<file path="config.mk">
export PLATFORM = sky130hd
export DESIGN_NAME = clock_period_meter
export DESIGN_NICKNAME = d
export VERILOG_FILES = /design/src/rtl/clock_period_meter.sv
export SDC_FILE = /design/constraint.sdc
export NUM_CORES = 1
export LEC_CHECK = 0
export ABC_AREA = 1
export ABC_CLOCK_PERIOD_IN_PS = 1500
export CAP_MARGIN = 20
export CORE_MARGIN = 10
export CORE_UTILIZATION = 40
export CTS_CLUSTER_DIAMETER = 60
export DETAILED_ROUTE_END_ITERATION = 7
export DONT_BUFFER_PORTS = 1
export GPL_ROUTABILITY_DRIVEN = 0
export HOLD_SLACK_MARGIN = 0.1
export PLACE_DENSITY_LB_ADDON = 0.3
export RECOVER_POWER = 25
export SYNTH_ARGS = -nofsm -noshare
export SYNTH_HDL_FRONTEND = slang
export SYNTH_SLANG_ARGS = --single-unit
</file>
<file path="constraint.sdc">
create_clock -name Clock_in -period 1.5 [get_ports Clock_in]
set_clock_uncertainty 0.2 [all_clocks]
set_input_delay 0.15 -clock Clock_in [delete_from_list [all_inputs] [get_ports Clock_in]]
set_output_delay 0.15 -clock Clock_in [all_outputs]
set_load 0.01 [all_outputs]
</file>
<file path="src/rtl/clock_period_meter.sv">
// clock_period_meter: measures period and (optionally) high time of an
// asynchronous clock/gate signal in Clock_in cycles, and flags loss of signal.
//
// Optional feature: define DUTY_MEASURE_EN to build the high-time counter.
// Without it, high_time is tied to 0 and the rest behaves identically.
//
// Ports:
//   Clock_in   in   measurement clock
//   reset      in   synchronous, active-high reset
//   sig_in     in   asynchronous signal under test
//   period     out  cycles between the last two rising edges
//   high_time  out  cycles high in the last completed period
//   meas_valid out  one-cycle pulse when period/high_time update
//   sig_lost   out  level: no rising edge for TIMEOUT_CYCLES
module clock_period_meter #(
  parameter int CNT_WIDTH      = 18,
  parameter int TIMEOUT_CYCLES = 200000,
  parameter int SYNC_STAGES    = 2
) (
  input  logic                 Clock_in,
  input  logic                 reset,
  input  logic                 sig_in,
  output logic [CNT_WIDTH-1:0] period,
  output logic [CNT_WIDTH-1:0] high_time,
  output logic                 meas_valid,
  output logic                 sig_lost
);

  localparam logic [CNT_WIDTH-1:0] TMO = CNT_WIDTH'(TIMEOUT_CYCLES);
  localparam logic [CNT_WIDTH-1:0] ONE = CNT_WIDTH'(1);

  typedef enum logic [1:0] {
    WAIT_FIRST,
    MEASURE,
    LOST
  } state_t;

  // ---------------------------------------------------------------
  // Synchroniser and edge detect
  // ---------------------------------------------------------------
  logic [SYNC_STAGES-1:0] sync_q;
  logic [SYNC_STAGES-1:0] sync_d;
  logic                   prev_q;
  logic                   prev_d;
  logic                   sync_last;
  logic                   rise;

  assign sync_last = sync_q[SYNC_STAGES-1];
  assign rise      = sync_last & ~prev_q;

  always_comb begin
    sync_d = {sync_q[SYNC_STAGES-2:0], sig_in};
    prev_d = sync_last;
  end

  // ---------------------------------------------------------------
  // Period counter and measurement FSM
  // ---------------------------------------------------------------
  state_t               state_q;
  state_t               state_d;
  logic [CNT_WIDTH-1:0] cnt_q;
  logic [CNT_WIDTH-1:0] cnt_d;
  logic [CNT_WIDTH-1:0] period_q;
  logic [CNT_WIDTH-1:0] period_d;
  logic                 meas_valid_q;
  logic                 meas_valid_d;
  logic                 sig_lost_q;
  logic                 sig_lost_d;
  logic                 cnt_sat;
  logic                 take;

  // cnt parks at the timeout value so a dead input never wraps
  // around into a bogus short period.
  assign cnt_sat = (cnt_q == TMO);

  // A rise while measuring closes the interval; this has priority
  // over the timeout, so a rise landing exactly on TMO is valid.
  assign take = rise && (state_q == MEASURE);

  always_comb begin
    state_d      = state_q;
    cnt_d        = cnt_sat ? cnt_q : cnt_q + ONE;
    period_d     = period_q;
    meas_valid_d = 1'b0;
    sig_lost_d   = sig_lost_q;
    unique case (state_q)
      WAIT_FIRST: begin
        if (rise) begin
          cnt_d   = ONE;
          state_d = MEASURE;
        end
      end
      MEASURE: begin
        if (rise) begin
          period_d     = cnt_q;
          meas_valid_d = 1'b1;
          cnt_d        = ONE;
        end else if (cnt_sat) begin
          sig_lost_d = 1'b1;
          state_d    = LOST;
        end
      end
      LOST: begin
        // Interval ending here spans the outage: restart only.
        if (rise) begin
          sig_lost_d = 1'b0;
          cnt_d      = ONE;
          state_d    = MEASURE;
        end
      end
      default: begin
        state_d = WAIT_FIRST;
      end
    endcase
  end

  always_ff @(posedge Clock_in) begin
    if (reset) begin
      sync_q       <= '0;
      prev_q       <= 1'b0;
      state_q      <= WAIT_FIRST;
      cnt_q        <= '0;
      period_q     <= '0;
      meas_valid_q <= 1'b0;
      sig_lost_q   <= 1'b0;
    end else begin
      sync_q       <= sync_d;
      prev_q       <= prev_d;
      state_q      <= state_d;
      cnt_q        <= cnt_d;
      period_q     <= period_d;
      meas_valid_q <= meas_valid_d;
      sig_lost_q   <= sig_lost_d;
    end
  end

  assign period     = period_q;
  assign meas_valid = meas_valid_q;
  assign sig_lost   = sig_lost_q;

  // ---------------------------------------------------------------
  // High-time measurement
  // ---------------------------------------------------------------
`ifdef DUTY_MEASURE_EN
  logic                 fall;
  logic [CNT_WIDTH-1:0] hi_cnt_q;
  logic [CNT_WIDTH-1:0] hi_cnt_d;
  logic [CNT_WIDTH-1:0] hi_hold_q;
  logic [CNT_WIDTH-1:0] hi_hold_d;
  logic                 fall_seen_q;
  logic                 fall_seen_d;
  logic [CNT_WIDTH-1:0] high_time_q;
  logic [CNT_WIDTH-1:0] high_time_d;

  assign fall = ~sync_last & prev_q;

  always_comb begin
    hi_cnt_d    = hi_cnt_q;
    hi_hold_d   = hi_hold_q;
    fall_seen_d = fall_seen_q;
    high_time_d = high_time_q;
    if (rise) begin
      hi_cnt_d    = ONE;
      fall_seen_d = 1'b0;
    end else begin
      if (sync_last && (hi_cnt_q != TMO)) begin
        hi_cnt_d = hi_cnt_q + ONE;
      end
      if (fall) begin
        hi_hold_d   = hi_cnt_q;
        fall_seen_d = 1'b1;
      end
    end
    // Without a fall in the interval the signal was high throughout.
    if (take) begin
      high_time_d = fall_seen_q ? hi_hold_q : cnt_q;
    end
  end

  always_ff @(posedge Clock_in) begin
    if (reset) begin
      hi_cnt_q    <= '0;
      hi_hold_q   <= '0;
      fall_seen_q <= 1'b0;
      high_time_q <= '0;
    end else begin
      hi_cnt_q    <= hi_cnt_d;
      hi_hold_q   <= hi_hold_d;
      fall_seen_q <= fall_seen_d;
      high_time_q <= high_time_d;
    end
  end

  assign high_time = high_time_q;
`else
  logic unused_take;
  assign unused_take = take;
  assign high_time   = '0;
`endif

endmodule

</file>
After elaboration in Yosys (flattened, before gate mapping)
Index checks and enable logic that the tools add are counted.
- logic and storage cells: 38
- bits of input ports: 3
- output and inout port bits: 38
- bits in registers: 43
- muxes and demuxes: 12
- equality and inequality tests: 7
- $add $sub $neg: 1
- bitwise logic cells: 3
- reduce and logical (&&, ||, !) cells: 8
- operator list (operator ; count):
    18-bit two-way mux ; 3
    18-bit by 1-bit adder with 18-bit output (second input constant) ; 1
    18-bit == test (second input constant) ; 1
    2-bit two-way mux ; 3
    2-bit != test (second input constant) ; 3
    1-bit two-way mux ; 4
    2-bit one-hot mux with 2 select lines ; 1
    4-bit AND reduction ; 1
    2-bit OR reduction ; 2
    3-bit AND reduction ; 1
    3-bit OR reduction ; 1
    2-bit by 1-bit == test with 1-bit output (second input constant) ; 1
    2-bit == test (second input constant) ; 1
    2-bit zero test ; 1
    2-bit by 1-bit != test with 1-bit output (second input constant) ; 1
    1-bit inverter ; 2
    1-bit one-hot mux with 2 select lines ; 1
    2-bit AND reduction ; 1
    2-bit nonzero test ; 1
    1-bit AND ; 1

Longest topological paths before layout
Gate-level depths: netlist of the first run.
- depth in word-level cells: 4
- depth in mapped cells: 8

Worst setup path after synthesis of the first run
No wires, ideal clock.
- path kind: register to register
- start point: register cnt_q[0]
- end point: register state_q[0]
- arrival: 1.124 ns
- library setup time: 0.115 ns
- required time: 1.185 ns
- stages on the path, launching flop included: 8
- clock period less this slack: 1.440 ns
- slack: 0.060 ns
- path buffers: 0
- cells stage by stage: dfxtp_1 > inv_1 > ha_1 > nand3_1 > nor2_2 > nand2_2 > o21ai_0 > inv_1
- word-level cells in the longest chain between the ends: 3
- ends and longest elaborated chain (element ; RTL line ; text):
    from (decl) ; 61 ; logic [CNT_WIDTH-1:0] cnt_q;
    from (signal assigned) ; 130 ; cnt_q <= cnt_d;
    18-bit == test ; 74 ; assign cnt_sat = (cnt_q == TMO);
    2-bit != test (no line) ; -- ;
    3-bit AND reduction (no line) ; -- ;
    to (signal assigned) ; 129 ; state_q <= state_d;
    to (decl) ; 59 ; state_t state_q;
Every way passes these cells.
A chain may end at the register's enable or synchronous reset.

Final worst setup path of the first run
- start point: register cnt_q[0]
- end point: register cnt_q[12]
- word-level cells in the longest chain between the ends: 4
- elaborated cells between the ends (all ways): 5
- ends and longest elaborated chain (element ; RTL line ; text):
    18-bit by 1-bit adder with 18-bit output or 18-bit == test (tied branches) ; 82, 74 ;
    18-bit two-way mux * ; 82 ; cnt_d = cnt_sat ? cnt_q : cnt_q + ONE;
    18-bit two-way mux ; 88, 94, 105 ;
    18-bit two-way mux * ; -- ;
Every way passes the cells marked *; elsewhere a longest branch is shown, timed or not.

==> flow_summary.toml, run 1 <==
[outcome]
outcome = "completed"

[clock_network]
root_buffer = "clkbuf_8"
cts_max_level = 2
clockBufferDepth = 2
clock-sinks = 43
clk_latency_ps = 300
clk_pin_slew_ps = 80
cts_tree = "done"
cts_made_buffers = 5

[global_route]
met2_usage = 0.1616
grt_pass1_vias = 1518
grt_use_met3 = 0.04904
antenna_found_initial = 0
grt-busiest-layer = "met2"
grt_pass1_wl_um = 7058
grt_max_degree = 20
gr-usage-met1 = 0.1158
grt_usage = 0.1022
globalRoute.totalOverflow = 0

[setup_path]
crit_fanout = 4
cpPeakStageDelay_ps = 400
path_class = "reg -> reg"
required_ps = 1490
worst-endpoint-arrival_ps = 1440
crit_chain = "ha_4 -> nand2_4 -> inv_4 -> nand4_1 -> nor2_2 -> nand2_1 -> nand2_1 -> nor2_1"
cp_common_cell = "nand2_1"
start_kind = "flip-flop"
worstSetupEndpointType = "flip-flop"
critPathSlowestCell = "dfxtp_4"

[timing]
hold_viol_final = 0
fin_crit_ps = 1447
max_freq_mhz = 691.3
finalSetupViolations = 0
setup_ws_ps = 53.39
slew_violations = 0
finalCritPeriodShare = 0.9644
rsz0062_at_grt = "true"

[layout]
final_cell_mix = "nor2_1, dfxtp_1, nand2_1"
drive_gt1_frac = 0.2330
finalInstanceArea_mm2 = 0.002354
synthToLayoutAreaGrowth_pct = 19.35
n_antenna_cell = 0
multi_input_area_um2 = 973.4
regArea_um2 = 880.8
nets = 283
final_common_cell = "nor2_1"
n_fill_cell = 485

[placed_design]
dp_worst_setup_slack_ps = -60.85
io_buffers = 0
postPlaceCellArea_mm2 = 0.002068
dp_hpwl_um = 3181

[power]
leakage_nw = 0.9546
power_mw = 2.368
peakVddDrop_mv = 0.7475
pwr_density_cell_mw_per_mm2 = 1006

[job]
drv_cap = 0

[synthesis]
avgSynthCellArea_um2 = 7.613
seq_area_frac_synth = 0.4365
synth_xor_area_frac = 0.01332
syn_inst = 259
synthAdderAreaFrac = 0.01269
synth_compound_gate_area_share = 0.1352
synthMuxAreaShare = 0
synth-seq-cells = 43
yosysWarnings = 0
yosys.area.top_type = "dfxtp_1"
yosys-top-cells-area = "dfxtp_1, nor2_1, buf_4, a21oi_1, o21ai_0"
synthSimpleGateAreaFrac = 0.2627
ys_types = 26
synth_top_area_frac = 0.4365
syn_area_mm2 = 0.001972
synth_top_family_by_area = "simple AND/OR/NAND/NOR gates"

[hold_path]
hold_class = "in -> reg"

[drt]
first_pass_iters = 4
vias = 1611
final_antenna_net_count = 0
vias_per_cell = 4.656
first_iter_violations = 74
wl_per_cell_um = 12.50
drt_wl_total_um = 4326
route.detailed.drc = 0

[die]
ios = 41
fp.dieW_um = 90.21
core_mm2 = 0.004755
rows = 25
die_h_um = 90.21
die_area_mm2 = 0.008138
initial_core_util = 0.4147
layout make-up:
type                    count  share of cell area
multi-input cells         183              0.4136
inverters                  26             0.04572
repair buffers             19             0.07443
well taps                  67             0.03562
flip-flops and latches     43              0.3743
clock buffers               6             0.03083
clock inverters             2             0.02552
power breakdown:
group	switching [mW]	internal, mW
Combinational	0.0864	0.0495
Sequential	0.0205	1.16
Clock	0.389	0.666
layer usage:
| metal | wire, um | share of wire |
|---|---|---|
| met1 | 1884 | 0.44 |
| met2 | 2024 | 0.47 |
| met3 | 353 | 0.082 |
| met4 | 63 | 0.015 |
| met5 | 0 | 0 |
worst paths after layout:
check                               start         to  slack (ps)  cells after the start
worst min-delay path                reset   cnt_q[0]          60                      2
worst min register to register  sync_q[0]  sync_q[1]         210                      2
worst max register to register   cnt_q[0]  cnt_q[12]          50                      8
worst max-delay path             cnt_q[0]  cnt_q[12]          50                      8
flip-flops by register name (all words and copies together) (netlist names):
register / count
meas_valid: 1
state_q: 2
sync_q: 2
prev_q: 1
sig_lost: 1
cnt_q: 18
period: 18
metrics by stage:
stage               utilization  hold slack [ps]  TNS, ps  instances
floorplan                     -            56.97        0        276
CTS                      0.4676            215.7        0        342
finish                   0.4950            63.56        0        346
detailed placement       0.4350            14.36   -207.6        332
global route             0.4950            108.6   -112.0        346
global placement         0.4350            13.65   -38.75        332
critical path: cells and delay by family (launching register included):
kind	cells	cell delay (ps)
buffers and inverters	1	70
DFF	1	400
adders and majority gates	1	160
and+or+nand+nor	6	520
Yosys cell counts, drive strengths merged:
master,instances
conb,1
clkbuf,1
o21a,1
inv,25
ha,2
nand3,12
a21oi,27
clkinv,1
dfxtp,43
nand2,36
nor3,4
xor2,3
buf,23
nand4,5
or2,1
o21ai,24
nor2,50
cell families after synthesis:
kind of cell / count (synthesis)
xor+xnor: 3
buf+inv: 50
compound gates: 52
other cells: 1
fa+ha+maj: 2
flops: 43
simple gates: 108
timing repair:
item / in CTS / in global routing
endpoints found under the setup margin: 8 / 21
buffers inserted: 0 / 4
hold endpoints to repair: 39 / 0
hold buffers: 2 / 0
pin swaps: 3 / 10
gates resized for setup: 4 / 33
No activity file was read; power rests on OpenSTA's default activity.
==> inputs of run 2 (changes only) <==
- CELL_PAD_IN_SITES_DETAIL_PLACEMENT: not set -> 1
- CELL_PAD_IN_SITES_GLOBAL_PLACEMENT: not set -> 2
- CORE_MARGIN: 10 -> 1.5
- CORE_UTILIZATION: 40 -> 31
- REMOVE_ABC_BUFFERS: not set -> 1
==> flow_summary.toml, run 2 (synthesized netlist as in run 1, its figures left out) <==
[outcome]
outcome = "finished, violations left"
violations = "negative setup slack"

[clock_network]
root_buffer = "clkbuf_8"
cts_tree = "done"
clockBufferDepth = 2
cts_made_buffers = 5
clk_latency_ps = 300
clock-sinks = 43
clk_pin_slew_ps = 90
cts_max_level = 2

[power]
switchingPower_uw = 527.4
internal-power_mw = 1.542
power_mw = 2.070
p_clk_frac = 0.355
swShare = 0.2548
sequentialPowerShare = 0.570
comb_power_share = 0.074
peakVddDrop_mv = 0.4939
pwr_density_cell_mw_per_mm2 = 884.2
leakage_nw = 0.9461

[global_route]
met2_usage = 0.2472
globalRoute.totalOverflow = 0
grt-busiest-layer = "met2"
grt_max_degree = 18
grt_use_met3 = 0.04286
gr-usage-met1 = 0.2170
grt_pass1_vias = 1569
grt_pass1_wl_um = 7983
antenna_found_initial = 0
grt_usage = 0.1603

[setup_path]
worst-endpoint-arrival_ps = 1500
crit_chain = "buf_6 -> nand2_4 -> nor2_4 -> nand2_4 -> nor2_4 -> nand3_2 -> nand2_2 -> a21oi_1"
crit_fanout = 4
start_kind = "flip-flop"
critical-path-top-delay-family = "simple AND/OR/NAND/NOR gates"
required_ps = 1490
critPathSlowestCell = "dfxtp_4"
path_buf_inv = 1
path_class = "reg -> reg"
cpPeakStageDelay_ps = 390
worstSetupEndpointType = "flip-flop"

[layout]
multi_input_area_um2 = 997.2
drive_gt1_frac = 0.2633
synthToLayoutAreaGrowth_pct = 18.72
utilization = 0.3885
n_fill_cell = 769
n_antenna_cell = 0
nets = 285
final_cell_mix = "nor2_1, dfxtp_1, a21oi_1"
final_common_cell = "nor2_1"
regArea_um2 = 877.1

[die]
ios = 41
core_mm2 = 0.006026
die_h_um = 82.76
initial_core_util = 0.3272
die_area_mm2 = 0.006848
fp.dieW_um = 82.76
rows = 28

[timing]
setup_ws_ps = -8.864
finalSetupViolations = 2
rsz0062_at_grt = "true"
finalCritPeriodShare = 1.006
fin_crit_ps = 1509
fin_hold_ws_ps = 92.76
hold_viol_final = 0
max_freq_mhz = 662.8
slew_violations = 0

[drt]
first_iter_violations = 49
vias = 1655
first_pass_iters = 4
drt_wl_total_um = 4968
final_antenna_net_count = 0
vias_per_cell = 4.649
route.detailed.drc = 0
wl_per_cell_um = 13.96

[placed_design]
dp_hpwl_um = 3595
io_buffers = 0

[job]
drv_cap = 0

[hold_path]
hold_class = "in -> reg"
## run 2: cell types whose count changed in the layout (fill, tap and decap cells not counted), sizes merged
cell,previous run,this run
buf,17,19
bufinv,2,0
clkinvlp,0,1
clkinv,1,2
## run 2: layout make-up
cell class | instances | share of cell area
Timing Repair Buffer | 21 | 0.07910
Tap cell | 75 | 0.04009
Clock inverter | 2 | 0.005345
Sequential cell | 43 | 0.3747
Clock buffer | 6 | 0.03100
Multi-Input combinational cell | 183 | 0.4260
Inverter | 26 | 0.04383
## run 2: worst register-to-register path: stages, from the launching register on
cell	delay, ps
dfxtp_4	390
buf_6	120
nand2_4	50
nor2_4	170
nand2_4	90
nor2_4	170
nand3_2	90
nand2_2	60
a21oi_1	60
## run 2: path summary, 6_finish.rpt
path | slack, ps | startpoint | to | depth (start not counted)
worst max-delay path | -9 | cnt_q[1] | cnt_q[17] | 8
worst min-delay path | 90 | reset | cnt_q[0] | 2
worst max register to register | -9 | cnt_q[1] | cnt_q[17] | 8
worst min register to register | 210 | sync_q[0] | sync_q[1] | 2
## run 2: what timing repair did
item,in CTS,in global routing
hold endpoints to repair,35,0
hold buffers,2,0
pin swaps,3,11
endpoints found under the setup margin,12,27
setup buffers,2,3
gates resized for setup,11,33
## run 2: power groups by stage
| stage | combinational (mW) | sequential, mW | clock (mW) |
|---|---|---|---|
| global route | 0.177 | 1.18 | 0.809 |
| global placement | 0.113 | 1.20 | 0 |
| CTS | 0.136 | 1.18 | 0.772 |
| detailed placement | 0.116 | 1.20 | 0 |
| floorplan | 0.0800 | 1.20 | 0 |
| finish | 0.154 | 1.18 | 0.736 |
## run 2: through the flow
stage / std cells / cell area (um^2) / setup WS [ps] / TNS [ps]
4_1_cts: 353 / 2215 / 6.805 / 0
3_5_place_dp: 341 / 2073 / -68.02 / -279.0
3_3_place_gp: 341 / 2073 / -25.87 / -39.34
2_1_floorplan: 252 / 1862 / 60.33 / 0
5_1_grt: 356 / 2341 / -103.6 / -563.3
6_report: 356 / 2341 / -8.864 / -12.90
## run 2: layer usage
| layer | vias to the layer above | share of wire |
|---|---|---|
| met3 | 7 | 0.048 |
| met2 | 38 | 0.45 |
| li1 | 839 | - |
| met4 | 0 | 0.013 |
| met5 | - | 0 |
| met1 | 771 | 0.49 |
==> inputs of run 3 (changes only) <==
- ABC_CLOCK_PERIOD_IN_PS: 1500 -> 1400
- CORE_UTILIZATION: 31 -> 35
- clock period: 1.5 -> 1.4 ns (I/O delays scaled with it)
==> flow_summary.toml, run 3 (synthesized netlist as in run 1, its figures left out) <==
[drt]
highest_layer = "met4"
final_antenna_net_count = 0
drt_wl_total_um = 5802
vias_per_cell = 4.701
first_pass_iters = 4
wl_per_cell_um = 15.11
vias = 1805
wl_met3_um = 217
first_iter_violations = 82
met1_length_um = 2705
route.detailed.drc = 0
met2_length_um = 2817

[timing]
slew_violations = 0
setup_ws_ps = -104.2
finalSetupViolations = 10
setup_tns_ps = -282.8
finalCritPeriodShare = 1.074
fin_crit_ps = 1504
rsz0062_at_grt = "true"
hold_viol_final = 0
max_freq_mhz = 664.8

[die]
rows = 27
fp.dieW_um = 78.06
die_area_mm2 = 0.006093
die_h_um = 78.06
initial_core_util = 0.3603
core_mm2 = 0.005473
ios = 41

[clock_network]
clockBufferDepth = 2
root_buffer = "clkbuf_8"
clk_latency_ps = 300
cts_made_buffers = 5
clock-sinks = 43
clk_pin_slew_ps = 90
cts_max_level = 2
cts_tree = "done"

[outcome]
outcome = "finished, violations left"
violations = "negative setup slack"

[job]
drv_cap = 0

[setup_path]
crit_fanout = 6
ff2ff_setup_slack_ps = -100
path_class = "reg -> reg"
r2r-end = "cnt_q[0]"
worst-endpoint-arrival_ps = 1530
worstSetupEndpointType = "flip-flop"
required_ps = 1420
r2r-start = "cnt_q[0]"
r2r_cells = 8
start_kind = "flip-flop"

[hold_path]
hold-path-endpoint = "prev_q"
hold_class = "in -> reg"
holdPathStages = 2
min_from = "reset"

[layout]
n_antenna_cell = 0
regArea_um2 = 893.4
nets = 316
n_fill_cell = 685
synthToLayoutAreaGrowth_pct = 38.07
final_cell_mix = "buf_4, nor2_1, dfxtp_1"
final_common_cell = "buf_4"
multi_input_area_mm2 = 0.001074
drive_gt1_frac = 0.3782

[power]
power_mw = 2.242
pwr_density_cell_mw_per_mm2 = 823.3
leakage_nw = 1.149
peakVddDrop_mv = 0.3102

[global_route]
grt_usage = 0.1814
grt_pass1_vias = 1720
grt_pass1_wl_um = 8514
antenna_found_initial = 0
globalRoute.totalOverflow = 0
grt_max_degree = 19

[placed_design]
dp_worst_setup_slack_ps = -176.8
dp_hpwl_um = 3702
io_buffers = 0
==> run 3: critical path: stages, from the launching register on <==
cell,delay [ps]
dfxtp_4,370
inv_4,90
ha_4,140
nand3_4,70
nor2_4,160
nand2_4,100
nand2_1,80
nand2_1,70
a21oi_2,140
==> run 3: per-stage QoR <==
step	instances	utilization	cell area [um^2]	hold WS (ps)
finish	384	0.4975	2723	265.6
global route	384	0.4975	2723	268.4
CTS	375	0.4572	2502	-319.3
detailed placement	356	0.4051	2217	11.48
global placement	356	0.4051	2217	4.487
floorplan	252	-	1862	2.445
==> run 3: cell type report <==
cell class / instances / area share
clock inverters: 2 / 0.004596
repair buffers: 52 / 0.1728
flip-flops and latches: 43 / 0.3281
well taps: 72 / 0.03309
inverters: 26 / 0.04044
multi-input cells: 183 / 0.3943
clock buffers: 6 / 0.02665
==> run 3: power breakdown <==
group / internal [mW] / switching (mW) / leakage [nW]
Combinational: 0.0831 / 0.108 / 0.752
Sequential: 1.23 / 0.0222 / 0.356
Clock: 0.349 / 0.444 / 0.0412
Total: 1.67 / 0.575 / 1.15
==> run 3: layer usage <==
layer | up-vias | track usage
met1 | 857 | 0.2333
met2 | 40 | 0.2965
met4 | 0 | 0.06250
met5 | - | 0
li1 | 902 | -
met3 | 6 | 0.04419
==> run 3: how the worst max path moves through the flow <==
| stage | end | depth (start not counted) | from | slack (ps) |
|---|---|---|---|---|
| floorplan | state_q[0] | 7 | cnt_q[0] | -40 |
| global placement | state_q[0] | 7 | cnt_q[0] | -110 |
| detailed placement | cnt_q[9] | 7 | cnt_q[0] | -180 |
| CTS | cnt_q[0] | 8 | cnt_q[0] | -40 |
| global route | cnt_q[0] | 8 | cnt_q[0] | -150 |
| finish | cnt_q[0] | 8 | cnt_q[0] | -100 |
==> run 3: timing repair <==
action,CTS,global route
cloned,0,2
buffers inserted,7,6
gates resized for setup,35,40
hold endpoints to repair,36,4
setup endpoints to repair,17,30
pin swaps,18,21
hold buffers,4,1
